===== src/rtl/song_sequencer.sv =====
// Song sequencer: walks note/duration entries of a song ROM, times each note in beats and drives the note player.
// Optional SONG_SEQ_LOOP_EN: end of song restarts the same song instead of advancing.
module song_sequencer #(
    parameter int SONG_W     = 2,
    parameter int NOTE_IDX_W = 5
) (
    input  logic                         clk_i,
    input  logic                         rst_n_i,
    input  logic                         play_i,
    input  logic                         next_song_i,
    input  logic                         beat_i,
    output logic [SONG_W+NOTE_IDX_W-1:0] rom_addr_o,
    input  logic [15:0]                  rom_data_i,
    output logic [5:0]                   note_to_load_o,
    output logic                         play_enable_o,
    output logic                         note_load_o,
    output logic                         song_done_o,
    output logic [SONG_W-1:0]            song_o
);

    // state | meaning
    // FETCH | rom_addr presented, ROM word arrives next cycle
    // LOAD  | ROM word sampled: latch note or detect end marker
    // PLAY  | note sounding, counting beats down while play is high
    // END   | end of song: pulse song_done, move to next (or same) song
    typedef enum logic [1:0] {S_FETCH, S_LOAD, S_PLAY, S_END} state_e;

    state_e                state_q, state_d;
    logic [SONG_W-1:0]     song_q, song_d;
    logic [NOTE_IDX_W-1:0] idx_q, idx_d;
    logic [5:0]            note_q, note_d;
    logic [5:0]            cnt_q, cnt_d;
    logic                  pe_q, pe_d;
    logic                  note_load, song_done;
    logic [5:0]            rom_dur;
    logic                  beat_ok;

    assign rom_dur = rom_data_i[5:0];
    assign beat_ok = (state_q == S_PLAY) && play_i && beat_i;

    always_ff @(posedge clk_i or negedge rst_n_i) begin
        if (!rst_n_i) begin
            state_q <= S_FETCH;
            song_q  <= '0;
            idx_q   <= '0;
            note_q  <= '0;
            cnt_q   <= '0;
            pe_q    <= 1'b0;
        end else begin
            state_q <= state_d;
            song_q  <= song_d;
            idx_q   <= idx_d;
            note_q  <= note_d;
            cnt_q   <= cnt_d;
            pe_q    <= pe_d;
        end
    end

    always_comb begin
        state_d = state_q;
        if (next_song_i) begin
            state_d = S_FETCH;
        end else begin
            case (state_q)
                S_FETCH: state_d = S_LOAD;
                S_LOAD:  state_d = (rom_dur == 6'd0) ? S_END : S_PLAY;
                S_PLAY: begin
                    if (beat_ok && cnt_q == 6'd1)
                        state_d = (&idx_q) ? S_END : S_FETCH;
                end
                S_END:   state_d = S_FETCH;
                default: state_d = S_FETCH;
            endcase
        end
    end

    always_comb begin
        song_d    = song_q;
        idx_d     = idx_q;
        note_d    = note_q;
        cnt_d     = cnt_q;
        note_load = 1'b0;
        song_done = 1'b0;
        // next_song squashes the enable one cycle earlier than the plain registered rule would
        pe_d      = (state_q == S_PLAY) && play_i && (note_q != 6'd0) && !next_song_i;
        if (next_song_i) begin
            song_d = song_q + SONG_W'(1);
            idx_d  = '0;
            cnt_d  = '0;
        end else begin
            case (state_q)
                S_LOAD: begin
                    if (rom_dur != 6'd0) begin
                        note_d    = rom_data_i[11:6];
                        cnt_d     = rom_dur;
                        note_load = 1'b1;
                    end
                end
                S_PLAY: begin
                    if (beat_ok && cnt_q != 6'd0) begin
                        cnt_d = cnt_q - 6'd1;
                        if (cnt_q == 6'd1)
                            idx_d = idx_q + NOTE_IDX_W'(1);
                    end
                end
                S_END: begin
                    song_done = 1'b1;
                    idx_d     = '0;
`ifdef SONG_SEQ_LOOP_EN
                    song_d    = song_q;
`else
                    song_d    = song_q + SONG_W'(1);
`endif
                end
                default: ;
            endcase
        end
    end

    assign rom_addr_o     = {song_q, idx_q};
    assign note_to_load_o = note_q;
    assign play_enable_o  = pe_q;
    assign note_load_o    = note_load;
    assign song_done_o    = song_done;
    assign song_o         = song_q;

endmodule


===== config.mk =====
export PLATFORM = sky130hd
export DESIGN_NAME = song_sequencer
export DESIGN_NICKNAME = d
export VERILOG_FILES = /design/src/rtl/song_sequencer.sv
export SDC_FILE = /design/constraint.sdc
export NUM_CORES = 1
export LEC_CHECK = 0
export ABC_AREA = 1
export CAP_MARGIN = 40
export CORE_ASPECT_RATIO = 1.2
export CORE_UTILIZATION = 42
export CTS_CLUSTER_DIAMETER = 120
export CTS_CLUSTER_SIZE = 16
export DETAILED_ROUTE_END_ITERATION = 10
export PLACE_DENSITY_LB_ADDON = 0.15
export RECOVER_POWER = 25
export SYNTH_ARGS = -nofsm -noshare
export SYNTH_HDL_FRONTEND = slang
export SYNTH_SLANG_ARGS = --single-unit
export TNS_END_PERCENT = 1

===== constraint.sdc =====
create_clock -name clk_i -period 1.5 [get_ports clk_i]
set_input_delay 0.225 -clock clk_i [delete_from_list [all_inputs] [get_ports clk_i]]
set_output_delay 0.225 -clock clk_i [all_outputs]
set_load 0.005 [all_outputs]

# Yosys cells after proc, flatten, opt, wreduce, memory -nomap -nowiden
# Index checks and enable logic that the tools add are counted.
# Widths: inputs -> output; s select.
[classes]
n_bitwise = 1
muxes = 20
eq_ne = 8
n_reduce_logical = 19
add_sub_neg = 3
[op_table]
columns = ["operator", "count"]
rows = [
  ["$mux 6", 3],
  ["$reduce_bool 6->1", 3],
  ["$mux 5", 3],
  ["$pmux 6 s2", 1],
  ["$mux 2", 5],
  ["$pmux 5 s2", 1],
  ["$ne 3x2->1 const B", 3],
  ["$reduce_and 3->1", 3],
  ["$pmux 2 s4", 1],
  ["$eq 6x1->1 const B", 1],
  ["$logic_and 1x1->1", 6],
  ["$logic_not 6->1", 1],
  ["$mux 1", 6],
  ["$reduce_bool 3->1", 2],
  ["$sub 6x1->6 const B", 1],
  ["$add 5x1->5 const B", 1],
  ["$reduce_and 5->1", 1],
  ["$eq 2x2->1 const B", 2],
  ["$ne 3x3->1 const B", 1],
  ["$add 2x1->2 const B", 1],
  ["$eq 2x1->1 const B", 1],
  ["$logic_not 2->1", 1],
  ["$reduce_bool 2->1", 1],
  ["$logic_not 1->1", 1],
  ["$not 1->1", 1],
]
[word_totals]
reg_bits = 22

# Depth between registers and ports, before layout
# Gate-level depths: netlist (run 1).
[depth]
ltp_word = 7
ltp_mapped = 9

# Worst setup path after synthesis (run 1)
# No wires, ideal clock.
[synth_path]
kind = "reg-to-reg"
from = "reg idx_q[0]"
to = "reg state_q[1]"
n_path_buf = 0
required_ns = 1.368
arrival_ns = 1.313
setup_ns = 0.132
path_stages_with_launch = 8
synth_period_minus_slack_ns = 1.446
setup_slack_ns = 0.054
cell_sequence = "dfrtp_1 > ha_1 > inv_1 > nor3_1 > ha_1 > or2_2 > o21ai_0 > o21ai_0"
[synth_between]
elab_chain_len = 5
[synth_rtl]
columns = ["element", "line_no", "rtl"]
rows = [
  ["start, declared", "30", "logic [NOTE_IDX_W-1:0] idx_q, idx_d;"],
  ["start signal, assigned", "52", "idx_q <= idx_d;"],
  ["$reduce_and 5->1", "69", "state_d = (&idx_q) ? S_END : S_FETCH;"],
  ["$mux 2", "69", ""],
  ["$mux 2", "68", "if (beat_ok && cnt_q == 6'd1)"],
  ["$pmux 2 s4", "64", "case (state_q)"],
  ["$mux 2", "61", "if (next_song_i) begin"],
  ["end signal, assigned", "50", "state_q <= state_d;"],
  ["end, declared", "28", "state_e state_q, state_d;"],
]
# Every way passes these cells. The select of a mux whose other input is x is not followed.
# A chain may end at the register's enable or synchronous reset.

# Worst setup path after layout (run 1)
[layout_path]
from = "reg idx_q[1]"
to = "reg state_q[1]"
# Same word-level chain as after synthesis.

==> results.yml, run 1 <==
worst_setup_path:
  endpoint_kind: "flop"
  critPathLaunchType: "flop"
  cp_max_fo: 2
  path_common_cell: "o21ai_0"
  setup.worst_path.class: "flop to flop"
  cp_slowest_stage_delay_ps: 410
  r2r_slack_ps: -30
  crit_arrival_ps: 1730
  critPathTopFamily: "flip-flops"
  critical_path_required_ps: 1700
  worstPathCellList: "ha_2 -> inv_1 -> nor3_2 -> ha_1 -> or2_2 -> o21ai_0 -> o21ai_0"
  slowest_stage: "dfrtp_1"
  path_buf_inv: 1
synth:
  yosysTopAreaCell: "dfrtp_1"
  syn_inst: 164
  synth_commonest_cells: "nand2_1, dfrtp_1, nor2_1, inv_1, nand3_1"
  synth_edf_count: 0
  yosysMostFrequentCell: "nand2_1"
  synth.area.top_cells: "dfrtp_1, nand2_1, ha_1, nand3_1, nor2_1"
  yosys_register_bits: 22
  synth_fp_nets: 190
  ys_warn_count: 0
  ys_seq_area_share_pct: 42.4
  async_flop_share_pct: 100
  synth_top_area_share_pct: 42.4
  syn_area_per_cell_um2: 7.92
  yosys.cell_types.count: 25
  synthFlopType: "dfrtp_1"
  syn_area_mm2: 0.00130
placed_design:
  gp_congestion: 0.863
  post-dp-hpwl_um: 2490
  post-place-ws_ps: -276
  numPortBuffers: 34
  place_area_mm2: 0.00182
timing:
  finalMaxSlewViolations: 0
  finalHoldViolCount: 0
  setup_viol: 2
  grt_setup_unrepaired: "true"
  fmax_mhz: 654
  period_minus_slack_ps: 1530
  fin_ws_ps: -30.1
  tightest_slew_ps: 556
  skew_ps: 7.80
  post-route-period-util_pct: 102
  relSlewSlack_pct: 62.9
layout:
  drive_gt1_share_pct: 24.4
  num_antenna_cells: 0
  area_growth_pct: 51.4
  stdcell_area_mm2: 0.00197
  fill_cells: 248
  final_nets: 252
clock_network:
  cts_tree: "done"
  cts-root-buf: "clkbuf_4"
  path_clk_slew_ps: 130
  cts_buffer_depth: 2
  ctsHoldBuffers: 0
  clock-sinks: 22
  insertion_delay_ps: 320
  numCtsBuffers: 3
  h-tree-depth: 1
outcome:
  failed_checks: "setup timing"
  status: "finished with violations"
drt:
  vias: 1293
  via_per_inst: 4.99
  drc: 0
  initialDrtViolationCount: 17
  antenna_left: 0
  routed_wirelength_um: 3360
  wl_per_cell_um: 13.0
  first_pass_iters: 4
global_routing:
  grt_max_degree: 23
  grt-ovfl-total: 0
  grt_pass1_wl_um: 5580
  antenna_found_initial: 0
  grt_pass1_vias: 1293
  track_usage_pct: 22.6
floorplan:
  die_h_um: 62.9
  ios: 39
  die_w_um: 52.8
  fp-row-count: 21
  coreArea_mm2: 0.00286
  die-area_mm2: 0.00332
  start_util_pct: 45.3
pwr:
  powerDensity_mw_per_mm2: 1720
  power_mw: 3.38
  ir_drop_uv: 1080
  p_leak_nw: 1.06
job:
  maxCapViolCount: 0
min_path:
  hold_class: "input pin to asynchronous set/reset pin"
==> layer usage <==
metal  wire, µm  vias up  part of all wire (%)  global-route usage [%]
met3         76        7                   2.3                    2.43
met2       1870       25                    56                    41.0
met1       1360      603                    40                    25.9
li1           -      658                     -                       -
met5          0        -                     0                       0
met4         57        0                   1.7                    8.22
==> timing repair <==
item                       CTS  global route
pin swaps                    1             5
gates cloned                 0             1
gates resized for setup      6            23
setup endpoints to repair    5            26
setup buffers                3             1
==> cell families (layout without fill, tap and decap cells) <==
kind of cell / Yosys count / count (layout) / share of synthesized area, %
DFF: 22 / 22 / 42.4
adders and majority gates: 5 / 5 / 4.82
buffers and inverters: 17 / 77 / 5.49
AOI/OAI and AO/OA: 21 / 21 / 8.96
and+or+nand+nor: 96 / 97 / 36.3
xor gates and xnor gates: 3 / 3 / 2.02
==> cell type report <==
| class | instances | area [µm²] | share of cell area (%) |
|---|---|---|---|
| Inverter | 15 | 58.8 | 2.99 |
| Timing Repair Buffer | 58 | 542 | 27.5 |
| Clock inverter | 1 | 30.0 | 1.53 |
| Sequential cell | 22 | 551 | 28.0 |
| Clock buffer | 3 | 22.5 | 1.15 |
| Tap cell | 34 | 42.5 | 2.16 |
| Multi-Input combinational cell | 126 | 721 | 36.6 |
==> cells in the final DEF (no fill, tap or decap) <==
cell and n:
nand4_1 4, clkbuf_2 2, bufinv_16 1, nor4_1 1, dlygate4sd2_1 2, nand3_4 1
xnor2_1 2, ha_1 4, nand3_2 2, inv_1 10, o21ai_1 10, o21ai_4 1
dlymetal6s2s_1 11, inv_4 1, nand3_1 10, dfrtp_1 22, nor2_4 5, nand4_4 1
o21ai_0 5, nand3b_1 1, clkdlybuf4s50_1 19, nand2_2 5, a21oi_1 5, or2_2 2
nand2_1 50, nor2_1 12, dlygate4sd3_1 1, buf_4 22, inv_2 4, clkbuf_4 3
nor3_2 1, buf_6 1, xor2_1 1, nand2_4 2, ha_2 1
==> registers in the layout (all words and copies together) (netlist names) <==
register / cells
note_to_load_o: 6
idx_q: 5
state_q: 2
play_enable_o: 1
song_o: 2
cnt_q: 6
==> stage by stage <==
stage	hold WS, ps	TNS, ps	utilization (%)	std cells
after floorplan	-70.6	0	-	164
after global placement	482	-1090	63.4	250
after detailed placement	491	-1330	63.4	250
after CTS	233	-209	66.2	257
after global routing	437	-932	68.7	259
final	394	-36.6	68.7	259
==> power by group <==
group / switching (mW) / total, mW / internal (mW)
Sequential: 0.229 / 1.06 / 0.828
Clock: 0.197 / 0.467 / 0.270
Combinational: 0.933 / 1.86 / 0.928
==> worst paths after layout <==
check                               endpoint  cells after the start     startpoint
setup / recovery                  state_q[1]                      7       idx_q[1]
hold / removal                      idx_q[4]                      2        rst_n_i
setup reg to reg                  state_q[1]                      7       idx_q[1]
hold reg to reg                    song_o[1]                      1      song_o[1]
max in group asynchronous           idx_q[0]                      2        rst_n_i
min in group clk_i         note_to_load_o[2]                      3  rom_data_i[8]
Note: power is estimated with default switching activity, not from simulation.
==> inputs of run 2 (changes only) <==
CTS_CLUSTER_DIAMETER = 80   (was 120)
==> results of run 2 <==
Same layout as run 1: the final DEF is identical, and so are final timing and power.
==> variant: new RTL, settings of run 2 <==
Add an input register stage for `play_i`, `next_song_i`, `beat_i` and `rom_data_i`, with the module's reset; this delays them by one clock.
--- a/src/rtl/song_sequencer.sv
+++ b/src/rtl/song_sequencer.sv
@@ -27,2 +27,21 @@
 
+    logic play_q;
+    logic next_song_q;
+    logic beat_q;
+    logic [15:0] rom_data_q;
+
+    always_ff @(posedge clk_i or negedge rst_n_i) begin
+        if (!rst_n_i) begin
+            play_q      <= '0;
+            next_song_q <= '0;
+            beat_q      <= '0;
+            rom_data_q  <= '0;
+        end else begin
+            play_q      <= play_i;
+            next_song_q <= next_song_i;
+            beat_q      <= beat_i;
+            rom_data_q  <= rom_data_i;
+        end
+    end
+
     state_e                state_q, state_d;
@@ -37,4 +56,4 @@
 
-    assign rom_dur = rom_data_i[5:0];
-    assign beat_ok = (state_q == S_PLAY) && play_i && beat_i;
+    assign rom_dur = rom_data_q[5:0];
+    assign beat_ok = (state_q == S_PLAY) && play_q && beat_q;
 
@@ -60,3 +79,3 @@
         state_d = state_q;
-        if (next_song_i) begin
+        if (next_song_q) begin
             state_d = S_FETCH;
@@ -84,4 +103,4 @@
         // next_song squashes the enable one cycle earlier than the plain registered rule would
-        pe_d      = (state_q == S_PLAY) && play_i && (note_q != 6'd0) && !next_song_i;
-        if (next_song_i) begin
+        pe_d      = (state_q == S_PLAY) && play_q && (note_q != 6'd0) && !next_song_q;
+        if (next_song_q) begin
             song_d = song_q + SONG_W'(1);
@@ -93,3 +112,3 @@
                     if (rom_dur != 6'd0) begin
-                        note_d    = rom_data_i[11:6];
+                        note_d    = rom_data_q[11:6];
                         cnt_d     = rom_dur;
Check against the original RTL: not equivalent (Yosys sat finds a counterexample within 4 cycles, from zero or initial values and one cycle with rst_n_i low).
==> variant against run 2 <==
Register-to-register slack improved by 0.11 ns; worst setup slack improved by 0.070 ns; synthesized area up 32%; sequential cell count grew 15; via count up 4.5%; non-clock buffer count shrank 9; routed wire length decreased by 6.6%; fmax grew 4.8%; power grew 13%; design area grew 17%; critical path depth down 6; largest power group unchanged.
==> variant: results (changes against run 2) <==
[global_routing]
grt_max_degree = 38  ; was 23
met1_usage_pct = 22.2  ; was 25.9%
grt_util_all_layers_pct = 17.0  ; was 22.6%
met3_usage_pct = 4.10  ; was 2.43%

[status]
outcome = finished, final reports clean  ; was finished with violations

[route]
via_per_inst = 4.52  ; was 4.99
first_pass_iters = 5  ; was 4
wl_per_cell_um = 10.5  ; was 13.0 µm
dr_wl_met3_um = 137  ; was 76 µm

[finish]
n_all_buffers = 49  ; was 58
nonClkBufAreaFrac_pct = 19.6  ; was 27.5%
final_util_pct = 58.5  ; was 68.7%
num-clock-buffers = 5  ; was 3
clock_area_share_pct = 3.20  ; was 2.67%
multi_input_area_share_pct = 31.6  ; was 36.6%
multi_input_gates = 139  ; was 126

[timing]
hold_ws_ns = 0.447  ; was 0.394 ns
clock.fmax_ghz = 0.685  ; was 0.654 GHz
fin_skew_ns = 0.00606  ; was 0.00780 ns

[hold_path]
hold_path_class = flop to flop  ; was input pin to async pin

[placed_design]
hpwl_um = 2380  ; was 2490 µm
place_inst = 292  ; was 250
place_ws_ns = 0.0461  ; was -0.276 ns

[logic_synthesis]
yosys-top-cells-area = dfrtp_1 54%, nand2_1 15%, nand3_1 4.4%, nor2_1 4.1%, ha_1 2.9%  ; was dfrtp_1 42%, nand2_1 15%, ha_1 4.8%, nand3_1 3.9%, nor2_1 3.8%
synth_fp_nets = 218  ; was 190
ys_ff_latch = 37  ; was 22
synth_common_cells = 70 x nand2_1, 37 x dfrtp_1, 19 x nor2_1  ; was 52 x nand2_1, 22 x dfrtp_1, 13 x nor2_1
synth.avg_cell_area_um2 = 8.91  ; was 7.92 µm²

[clock_tree]
clkSlewWorstSetupHoldPaths_ns = 0.07  ; was 0.13 ns
insertion_delay_ns = 0.28  ; was 0.32 ns
htreeDepth = 2  ; was 1

[power]
ir_worst_vdd_uv = 717  ; was 1080 µV

[critical_path]
cp.arrival_ns = 1.23  ; was 1.73 ns
critPathLaunch = idx_q[2]$_DFFE_PN0P_  ; was idx_q[1]$_DFFE_PN0P_
r2r_cells = 9  ; was 7
r2r_slack_ns = 0.08  ; was -0.03 ns
timing.rr.start = state_q[1]$_DFFE_PN0P_  ; was idx_q[1]$_DFFE_PN0P_
path_max_fanout = 6  ; was 2

[variant: cell types whose count changed after synthesis, sizes merged, moves of 2 or more]
| cell | change |
|---|---|
| nand2 | +19 |
| a21oi | -2 |
| nor2 | +8 |
| o21ai | -11 |
| nand3 | +3 |
| nand4 | -3 |
| or2 | -2 |
| dfrtp | +15 |
[variant: kinds of logic (layout without fill, tap and decap cells)]
logic type / Yosys count / after routing / synth area share [%]
simple gates: 123 / 123 / 33.0
flops: 37 / 37 / 53.9
buf+inv: 17 / 69 / 4.88
compound gates: 9 / 9 / 3.86
fa+ha+maj: 4 / 4 / 2.91
xor+xnor: 3 / 3 / 1.53
[variant: power by group]
group	internal (W)	switching, W
clock	0.000305	0.000295
sequential	0.00125	0.000226
combinational	0.000865	0.000876
total	0.00242	0.00140
[variant: timing repair]
item                                    4_1_cts  5_1_grt
endpoints found under the setup margin        2       11
setup buffers                                 0        1
gates resized for setup                       2        8
pin swaps                                     1        4
